### config.mk
export PLATFORM = sky130hd
export DESIGN_NAME = pma_multi
export DESIGN_NICKNAME = d
export VERILOG_FILES = /design/src/rtl/pma_multi.sv
export SDC_FILE = /design/constraint.sdc
export NUM_CORES = 1
export LEC_CHECK = 0
export ABC_AREA = 1
export BUFFER_PORTS_ARGS = -buffer_cell sky130_fd_sc_hd__buf_2
export CAP_MARGIN = 20
export CORE_MARGIN = 2
export CORE_UTILIZATION = 55
export DETAILED_ROUTE_END_ITERATION = 6
export PLACE_DENSITY = 0.78
export SYNTH_ARGS = -nofsm -noshare
export SYNTH_HDL_FRONTEND = slang
export SYNTH_SLANG_ARGS = --single-unit
### constraint.sdc
create_clock -name clock -period 2.3 [get_ports clock]
set_input_delay 0.46 -clock clock [delete_from_list [all_inputs] [get_ports clock]]
set_output_delay 0.46 -clock clock [all_outputs]
set_load 0.005 [all_outputs]
### src/rtl/pma_multi.sv
// Physical-memory-address unit: base registers, fixed-priority source arbiter,
// latched PA for the memory port, freezable error address register and page sweep.
module pma_multi #(
  parameter int unsigned PA_W  = 22,
  parameter int unsigned PG_W  = 13,
  parameter int unsigned NBASE = 2,
  parameter int unsigned NCHAN = 2
) (
  input  logic                     clock,
  input  logic                     RESET_N,
  input  logic [PA_W-1:0]          VA,
  input  logic                     BASE_LOAD,
  input  logic [$clog2(NBASE)-1:0] BASE_IDX,
  input  logic [$clog2(NBASE)-1:0] BASE_SEL,
  input  logic                     EBOX_REQ,
  input  logic                     PT_REQ,
  input  logic [NCHAN-1:0]         CHAN_REQ,
  input  logic [NCHAN*PA_W-1:0]    CHA_ADDR,
  input  logic                     ERA_REQ,
  input  logic                     SWEEP_LOAD,
  input  logic                     SWEEP_STEP4,
  input  logic                     ACCEPT,
  input  logic                     ERR_IN,
  input  logic                     ERA_CLR,
  output logic [PA_W-1:0]          PA,
  output logic                     PA_PAR,
  output logic                     PA_VALID,
  output logic [NCHAN+3:0]         GRANT,
  output logic [PA_W-1:0]          ERA,
  output logic                     ERA_FROZEN,
  output logic                     ERR_OVF,
  output logic                     SWEEP_ACTIVE,
  output logic                     SWEEP_DONE
);

  localparam int unsigned OFS_W  = PA_W - PG_W;
  localparam int unsigned NG     = NCHAN + 4;
  localparam int unsigned G_ERA  = 0;
  localparam int unsigned G_SWP  = 1;
  localparam int unsigned G_PT   = NCHAN + 2;
  localparam int unsigned G_EBOX = NCHAN + 3;

  typedef enum logic {S_IDLE, S_CYCLE} state_t;

  state_t            state_q, state_d;
  logic              grant_en_c, accept_en_c;
  logic              any_req;
  logic              chan_hit;
  logic [PA_W-1:0]   chan_pa;
  logic [NG-1:0]     chan_grant;
  logic [PA_W-1:0]   win_pa;
  logic [NG-1:0]     win_grant;
  logic [PG_W-1:0]   base_q [NBASE];
  logic [PG_W-1:0]   pt_base;
  logic [PG_W-1:0]   sweep_page;
  logic [OFS_W-1:0]  sweep_cnt;
  logic              stride4;
  logic              sweep_acc;
  logic              sweep_end;

  // FSM state register
  always_ff @(posedge clock) begin
    if (!RESET_N) state_q <= S_IDLE;
    else          state_q <= state_d;
  end

  // FSM next state
  always_comb begin
    state_d = state_q;
    case (state_q)
      S_IDLE:  if (any_req) state_d = S_CYCLE;
      S_CYCLE: if (ACCEPT)  state_d = S_IDLE;
      default: state_d = S_IDLE;
    endcase
  end

  // FSM strobes: latch a winner in IDLE, retire the cycle on ACCEPT in CYCLE
  always_comb begin
    grant_en_c  = 1'b0;
    accept_en_c = 1'b0;
    case (state_q)
      S_IDLE:  grant_en_c  = any_req;
      S_CYCLE: accept_en_c = ACCEPT;
      default: ;
    endcase
  end

  assign any_req = ERA_REQ | SWEEP_ACTIVE | (|CHAN_REQ) | PT_REQ | EBOX_REQ;
  assign pt_base = (32'(BASE_SEL) < NBASE) ? base_q[BASE_SEL] : '0;

  // Lowest-index active channel
  always_comb begin
    chan_hit   = 1'b0;
    chan_pa    = '0;
    chan_grant = '0;
    for (int i = 0; i < int'(NCHAN); i++) begin
      if (CHAN_REQ[i] && !chan_hit) begin
        chan_hit   = 1'b1;
        chan_pa    = CHA_ADDR[i*PA_W +: PA_W];
        chan_grant = NG'(1) << (i + 2);
      end
    end
  end

  // Fixed-priority source select
  always_comb begin
    win_pa    = '0;
    win_grant = '0;
    if (ERA_REQ) begin
      win_pa    = ERA;
      win_grant = NG'(1) << G_ERA;
    end else if (SWEEP_ACTIVE) begin
      win_pa    = {sweep_page, sweep_cnt};
      win_grant = NG'(1) << G_SWP;
    end else if (chan_hit) begin
      win_pa    = chan_pa;
      win_grant = chan_grant;
    end else if (PT_REQ) begin
      win_pa    = {pt_base, VA[OFS_W-1:0]};
      win_grant = NG'(1) << G_PT;
    end else if (EBOX_REQ) begin
      win_pa    = VA;
      win_grant = NG'(1) << G_EBOX;
    end
  end

  // Memory-port address latch
  always_ff @(posedge clock) begin
    if (!RESET_N) begin
      PA       <= '0;
      PA_PAR   <= 1'b1;
      PA_VALID <= 1'b0;
      GRANT    <= '0;
    end else if (grant_en_c) begin
      PA       <= win_pa;
      PA_PAR   <= ~^win_pa;
      PA_VALID <= 1'b1;
      GRANT    <= win_grant;
    end else if (accept_en_c) begin
      PA_VALID <= 1'b0;
      GRANT    <= '0;
    end
  end

  always_ff @(posedge clock) begin
    if (!RESET_N) begin
      for (int i = 0; i < int'(NBASE); i++) base_q[i] <= '0;
    end else if (BASE_LOAD && (32'(BASE_IDX) < NBASE)) begin
      base_q[BASE_IDX] <= VA[PA_W-1:OFS_W];
    end
  end

  // ERA capture happens before the freeze so the erroring address is kept
  always_ff @(posedge clock) begin
    if (!RESET_N) begin
      ERA        <= '0;
      ERA_FROZEN <= 1'b0;
      ERR_OVF    <= 1'b0;
    end else begin
      if (accept_en_c && !ERA_FROZEN) ERA <= PA;
      if (ERA_CLR) begin
        ERA_FROZEN <= ERR_IN;
        ERR_OVF    <= 1'b0;
      end else if (ERR_IN) begin
        if (ERA_FROZEN) ERR_OVF    <= 1'b1;
        else            ERA_FROZEN <= 1'b1;
      end
    end
  end

  // A new SWEEP_LOAD overrides the step/done of a sweep cycle retiring now
  assign sweep_acc = accept_en_c && GRANT[G_SWP] && !SWEEP_LOAD;
  assign sweep_end = stride4 ? (sweep_cnt[OFS_W-1:2] == '0) : (sweep_cnt == '0);

  always_ff @(posedge clock) begin
    if (!RESET_N) begin
      SWEEP_ACTIVE <= 1'b0;
      SWEEP_DONE   <= 1'b0;
      sweep_page   <= '0;
      sweep_cnt    <= '0;
      stride4      <= 1'b0;
    end else begin
      SWEEP_DONE <= 1'b0;
      if (SWEEP_LOAD) begin
        sweep_page   <= VA[PA_W-1:OFS_W];
        sweep_cnt    <= '1;
        stride4      <= SWEEP_STEP4;
        SWEEP_ACTIVE <= 1'b1;
      end else if (sweep_acc) begin
        if (sweep_end) begin
          SWEEP_ACTIVE <= 1'b0;
          SWEEP_DONE   <= 1'b1;
        end else begin
          sweep_cnt <= sweep_cnt - (stride4 ? OFS_W'(4) : OFS_W'(1));
        end
      end
    end
  end

endmodule

==> impl_results.html <==
<table>
<tr><th>Metric</th><th>Value</th></tr>
<tr><th colspan="2">Min path</th></tr>
<tr><td>Number of cells traversed by the worst hold path</td><td>2</td></tr>
<tr><td>Class of the tightest hold or removal check</td><td>in -&gt; reg</td></tr>
<tr><td>Hold path startpoint</td><td>ERA_CLR</td></tr>
<tr><td>Hold Crit Endpoint</td><td>ERR_OVF</td></tr>
<tr><th colspan="2">Routing</th></tr>
<tr><td>DRC violation total after the first TritonRoute iteration</td><td>~360</td></tr>
<tr><td>DRC errors left</td><td>0</td></tr>
<tr><td>Router iterations before antenna repair</td><td>5</td></tr>
<tr><td>Aggregate routed wire length</td><td>about 16,000 um</td></tr>
<tr><td>Via Count</td><td>approximately 6,100</td></tr>
<tr><td>Final ANT Viol Nets</td><td>0</td></tr>
<tr><td>Via density per instance</td><td>about 5.1</td></tr>
<tr><td>Avg WL per Cell</td><td>between 10 and 15 um</td></tr>
<tr><th colspan="2">Setup path</th></tr>
<tr><td>Worst R2R Setup Slack</td><td>between 0.2 and 0.3 ns</td></tr>
<tr><td>Max Fanout on Critical Path</td><td>10</td></tr>
<tr><td>Highest-delay cell along the critical path</td><td>sky130_fd_sc_hd__dfxtp_1</td></tr>
<tr><td>Cell depth of the worst flop-to-flop path</td><td>18</td></tr>
<tr><td>Reg-to-Reg Start</td><td>SWEEP_ACTIVE</td></tr>
<tr><td>Buffer and inverter count on the worst path</td><td>4</td></tr>
<tr><td>Worst Setup Path Type</td><td>reg -&gt; reg</td></tr>
<tr><td>Data arrival time of the critical path</td><td>between 2 and 2.5 ns</td></tr>
<tr><td>Critical Path Stages</td><td>18</td></tr>
<tr><td>Critical path, cell by cell</td><td>buf_4 &gt; nor2_8 &gt; nand2_4 &gt; clkinv_4 &gt; nand2_1 &gt; inv_1 &gt; nor2_1 &gt; nand2_1 &gt; nand2_1 &gt; nand3_1 &gt; nand2_1 &gt; inv_1 &gt; nand2_2 &gt; nand2_2 &gt; nand2_1 &gt; nand3_1 &gt; nand3_1 &gt; nand2_1</td></tr>
<tr><td>Most frequent CP cell</td><td>sky130_fd_sc_hd__nand2_1</td></tr>
<tr><td>Worst stage delay on the critical path</td><td>~0.42 ns</td></tr>
<tr><td>CP delay by family, top</td><td>simple AND/OR/NAND/NOR gates</td></tr>
<tr><td>Critical R2R Capture</td><td>PA_PAR</td></tr>
<tr><td>Kind of end point of the critical path</td><td>flip-flop</td></tr>
<tr><td>Kind of launch point of the worst setup path</td><td>flip-flop</td></tr>
<tr><td>CP required</td><td>roughly 2.6 ns</td></tr>
<tr><th colspan="2">Synthesis</th></tr>
<tr><td>Number of synthesis warnings</td><td>0</td></tr>
<tr><td>Post-synth net total</td><td>slightly below 1,000</td></tr>
<tr><td>Share of synthesized registers carrying an async set or reset</td><td>0%</td></tr>
<tr><td>Cell accounting for the most synthesized area</td><td>sky130_fd_sc_hd__dfxtp_1</td></tr>
<tr><td>Number of library cell types mapped by synthesis</td><td>42</td></tr>
<tr><td>Top cells by area, synth</td><td>sky130_fd_sc_hd__dfxtp_1, sky130_fd_sc_hd__nand2_1, sky130_fd_sc_hd__edfxtp_1</td></tr>
<tr><td>Share of the synthesized area in the top cell type</td><td>roughly a quarter</td></tr>
<tr><td>Most common cell in the netlist</td><td>sky130_fd_sc_hd__nand2_1</td></tr>
<tr><td>Dominant register cell in the synthesized netlist</td><td>sky130_fd_sc_hd__dfxtp_1</td></tr>
<tr><td>Sequential share of the synthesized area</td><td>between 30% and 40%</td></tr>
<tr><td>Number of flops mapped to enable cells by yosys</td><td>26</td></tr>
<tr><td>Syn Area/Cell</td><td>approximately 6.7 um2</td></tr>
<tr><td>Synthesized flop and latch total</td><td>around 110</td></tr>
<tr><td>Cells after Synth</td><td>between 900 and 1,000</td></tr>
<tr><td>Combined area of all synthesized cells</td><td>between 6000 and 7000 um2</td></tr>
<tr><td>Commonest cells in the netlist</td><td>sky130_fd_sc_hd__nand2_1, sky130_fd_sc_hd__inv_1, sky130_fd_sc_hd__nor2_1, sky130_fd_sc_hd__dfxtp_1, sky130_fd_sc_hd__o21ai_0</td></tr>
<tr><th colspan="2">Placed design</th></tr>
<tr><td>Hpwl dp</td><td>between 10,000 and 15,000 um</td></tr>
<tr><td>Final weighted congestion in routability-driven placement</td><td>approximately 0.88</td></tr>
<tr><td>Quantity of I/O buffers inserted on ports</td><td>around 140</td></tr>
<tr><th colspan="2">Clock network</th></tr>
<tr><td>Root cell of the clock tree</td><td>sky130_fd_sc_hd__clkbuf_8</td></tr>
<tr><td>Clock network latency to the later pin of the worst-skew pair</td><td>~0.38 ns</td></tr>
<tr><td>Count of instances resized after the clock tree is built</td><td>0</td></tr>
<tr><td>Clock-pin slew of the registers on the worst-case setup and hold paths</td><td>about 0.10 ns</td></tr>
<tr><td>Max Buffers Root-to-Sink</td><td>2</td></tr>
<tr><td>Clock net sink count</td><td>between 100 and 150</td></tr>
<tr><td>Level count of the clock H-tree</td><td>3</td></tr>
<tr><td>Number of buffers created by CTS</td><td>9</td></tr>
<tr><td>Clock tree from TritonCTS</td><td>built</td></tr>
<tr><td>Buffers inserted during post-CTS setup optimization</td><td>0</td></tr>
<tr><td># hold bufs at CTS</td><td>0</td></tr>
<tr><th colspan="2">Timing</th></tr>
<tr><td>Final total negative setup slack</td><td>0 ns</td></tr>
<tr><td>Worst-margin pin slew</td><td>about 0.92 ns</td></tr>
<tr><td>Period utilisation layout</td><td>between 80% and 90%</td></tr>
<tr><td>Timing-limited maximum frequency</td><td>0.4934 GHz</td></tr>
<tr><td>Worst-case clock skew</td><td>between 0.01 and 0.015 ns</td></tr>
<tr><td>Unrepaired setup endpoints after global routing</td><td>no</td></tr>
<tr><td>Final setup violation count</td><td>0</td></tr>
<tr><td>Count of final max-slew check failures</td><td>0</td></tr>
<tr><td>Worst hold-check slack</td><td>between 0.2 and 0.3 ns</td></tr>
<tr><td>Final Hold Fails</td><td>0</td></tr>
<tr><td>Max-slew headroom</td><td>38.51%</td></tr>
<tr><td>Post-layout minimum cycle time</td><td>2.027 ns</td></tr>
<tr><th colspan="2">Global route</th></tr>
<tr><td>Number of global-route vias before repair</td><td>roughly 5,400</td></tr>
<tr><td>Global route overflow</td><td>0</td></tr>
<tr><td>Antenna violations before repair</td><td>0</td></tr>
<tr><td>Overall routing resource usage</td><td>approximately 28%</td></tr>
<tr><td>Wire length of the first global-routing pass</td><td>~26,000 um</td></tr>
<tr><td>Maximum number of pins on one net before global-route repair</td><td>33</td></tr>
<tr><th colspan="2">Floorplanning</th></tr>
<tr><td>Area inside the core boundary</td><td>between 10,000 and 15,000 um2</td></tr>
<tr><td>Die area</td><td>approximately 12,000 um2</td></tr>
<tr><td>Horiz. Die Dim</td><td>roughly 110 um</td></tr>
<tr><td>Vertical extent of the die</td><td>~110 um</td></tr>
<tr><td>IO Pins</td><td>about 140</td></tr>
<tr><td>Starting utilization of the core area</td><td>approximately 56%</td></tr>
<tr><td>Standard-cell rows</td><td>38</td></tr>
<tr><th colspan="2">Outcome</th></tr>
<tr><td>Run status</td><td>finished clean</td></tr>
<tr><th colspan="2">Layout</th></tr>
<tr><td>Final core area utilization</td><td>65.53%</td></tr>
<tr><td>Number of nets in the finished design</td><td>about 1,100</td></tr>
<tr><td>Area added between synthesis and finish</td><td>16.58%</td></tr>
<tr><td>Fraction of layout instances using a drive strength above 1</td><td>about a fifth</td></tr>
<tr><td>Antenna diode count</td><td>0</td></tr>
<tr><td>Fill count</td><td>between 900 and 1,000</td></tr>
<tr><th colspan="2">Pwr</th></tr>
<tr><td>Post-layout power</td><td>4.238 mW</td></tr>
<tr><td>Worst VDD drop</td><td>about 0.38 mV</td></tr>
<tr><td>Leakage power total</td><td>about 4 nW</td></tr>
<tr><td>P per Cell Area</td><td>roughly 600 nW/um2</td></tr>
<tr><th colspan="2">Run</th></tr>
<tr><td>Number of max-cap violations</td><td>0</td></tr>
</table>
[layout make-up]
cell class | count | area [um2] | share of cell area [%]
Multi-Input combinational cell | 611 | 2846 | 40.24
Clock inverter | 5 | 40.04 | 0.5661
Inverter | 151 | 579.3 | 8.190
Sequential cell | 106 | 2382 | 33.68
Timing Repair Buffer | 161 | 918.4 | 12.98
Clock buffer | 11 | 131.4 | 1.857
Tap cell | 140 | 175.2 | 2.477
[through the flow]
stage | cell area, um2 | setup WS [ns] | cells
floorplan | 6067 | 0.4421 | 908
global placement | 6902 | 0.09915 | 1169
detailed placement | 6902 | 0.06048 | 1169
CTS | 7073 | 0.3083 | 1185
global route | 7073 | 0.0009368 | 1185
finish | 7073 | 0.2733 | 1185
[logic make-up (layout without fill, tap and decap cells)]
logic type                 count (synthesis)  after routing  share of synthesized area, %
buffers and inverters                    191            328                         13.82
AOI/OAI and AO/OA                        144            144                         13.16
adders and majority gates                  3              3                        0.6188
and+or+nand+nor                          462            462                         32.73
xor gates and xnor gates                   2              2                        0.4126
DFF                                      106            106                         39.27
[routing by layer]
metal	vias up	track usage (%)	part of all wire [%]
li1	3098	-	-
met1	2683	39.57	45
met2	260	45.96	45
met3	28	3.288	8.8
met4	0	8.974	2.0
met5	-	0	0
[power breakdown]
group          total, mW  internal [mW]  switching, mW
Clock               1.07          0.403          0.664
Sequential          2.14           2.05         0.0931
Combinational       1.03          0.397          0.633
Total               4.24           2.85           1.39
[placed cells by master (no fill, tap or decap), types with 2 or more instances in the layout]
cell type and count:
sky130_fd_sc_hd__nand2_1 285, sky130_fd_sc_hd__buf_2 136, sky130_fd_sc_hd__inv_1 134, sky130_fd_sc_hd__nor2_1 81
sky130_fd_sc_hd__dfxtp_1 80, sky130_fd_sc_hd__o21ai_0 60, sky130_fd_sc_hd__nand3_1 55, sky130_fd_sc_hd__a21oi_1 52
sky130_fd_sc_hd__edfxtp_1 26, sky130_fd_sc_hd__buf_4 21, sky130_fd_sc_hd__nand2_2 15, sky130_fd_sc_hd__inv_2 10
sky130_fd_sc_hd__o211ai_1 9, sky130_fd_sc_hd__clkbuf_8 9, sky130_fd_sc_hd__o22ai_1 7, sky130_fd_sc_hd__a22o_1 6
sky130_fd_sc_hd__clkinv_1 4, sky130_fd_sc_hd__nand3_2 4, sky130_fd_sc_hd__a31oi_1 4, sky130_fd_sc_hd__buf_12 4
sky130_fd_sc_hd__nor2_8 3, sky130_fd_sc_hd__nor2_4 3, sky130_fd_sc_hd__inv_6 3, sky130_fd_sc_hd__a21oi_2 3
sky130_fd_sc_hd__nor3_1 3, sky130_fd_sc_hd__ha_1 3, sky130_fd_sc_hd__clkinvlp_4 3, sky130_fd_sc_hd__nand3b_1 2
sky130_fd_sc_hd__nand2_4 2, sky130_fd_sc_hd__nor2_2 2, sky130_fd_sc_hd__or2_2 2, sky130_fd_sc_hd__a211oi_1 2
sky130_fd_sc_hd__clkbuf_1 2
[worst max path at each step]
stage                            start  endpoint  slack (ns)
final                     SWEEP_ACTIVE    PA_PAR        0.27
after global routing      SWEEP_ACTIVE    PA_PAR      0.0009
after CTS                 SWEEP_ACTIVE    PA_PAR        0.31
after detailed placement   CHAN_REQ[1]    PA_PAR        0.06
after global placement     CHAN_REQ[1]    PA_PAR         0.1
after floorplan            CHAN_REQ[1]    PA_PAR        0.44
[worst reg2reg max path: cells and delay by family, from the launching register on]
kind                   cells  cell delay [ns]
and+or+nand+nor           14             1.14
DFF                        1             0.42
buffers and inverters      4             0.38
[state kept, by name, indices dropped and copies added (netlist names)]
signal and flops:
PA_PAR 1, GRANT 6, sweep_page 13, ERA_FROZEN 1
SWEEP_ACTIVE 1, ERR_OVF 1, PA_VALID 1, stride4 1
sweep_cnt 9, SWEEP_DONE 1, state_q 1, base_q 26
ERA 22, PA 22
(Power assumes the default switching activity.)
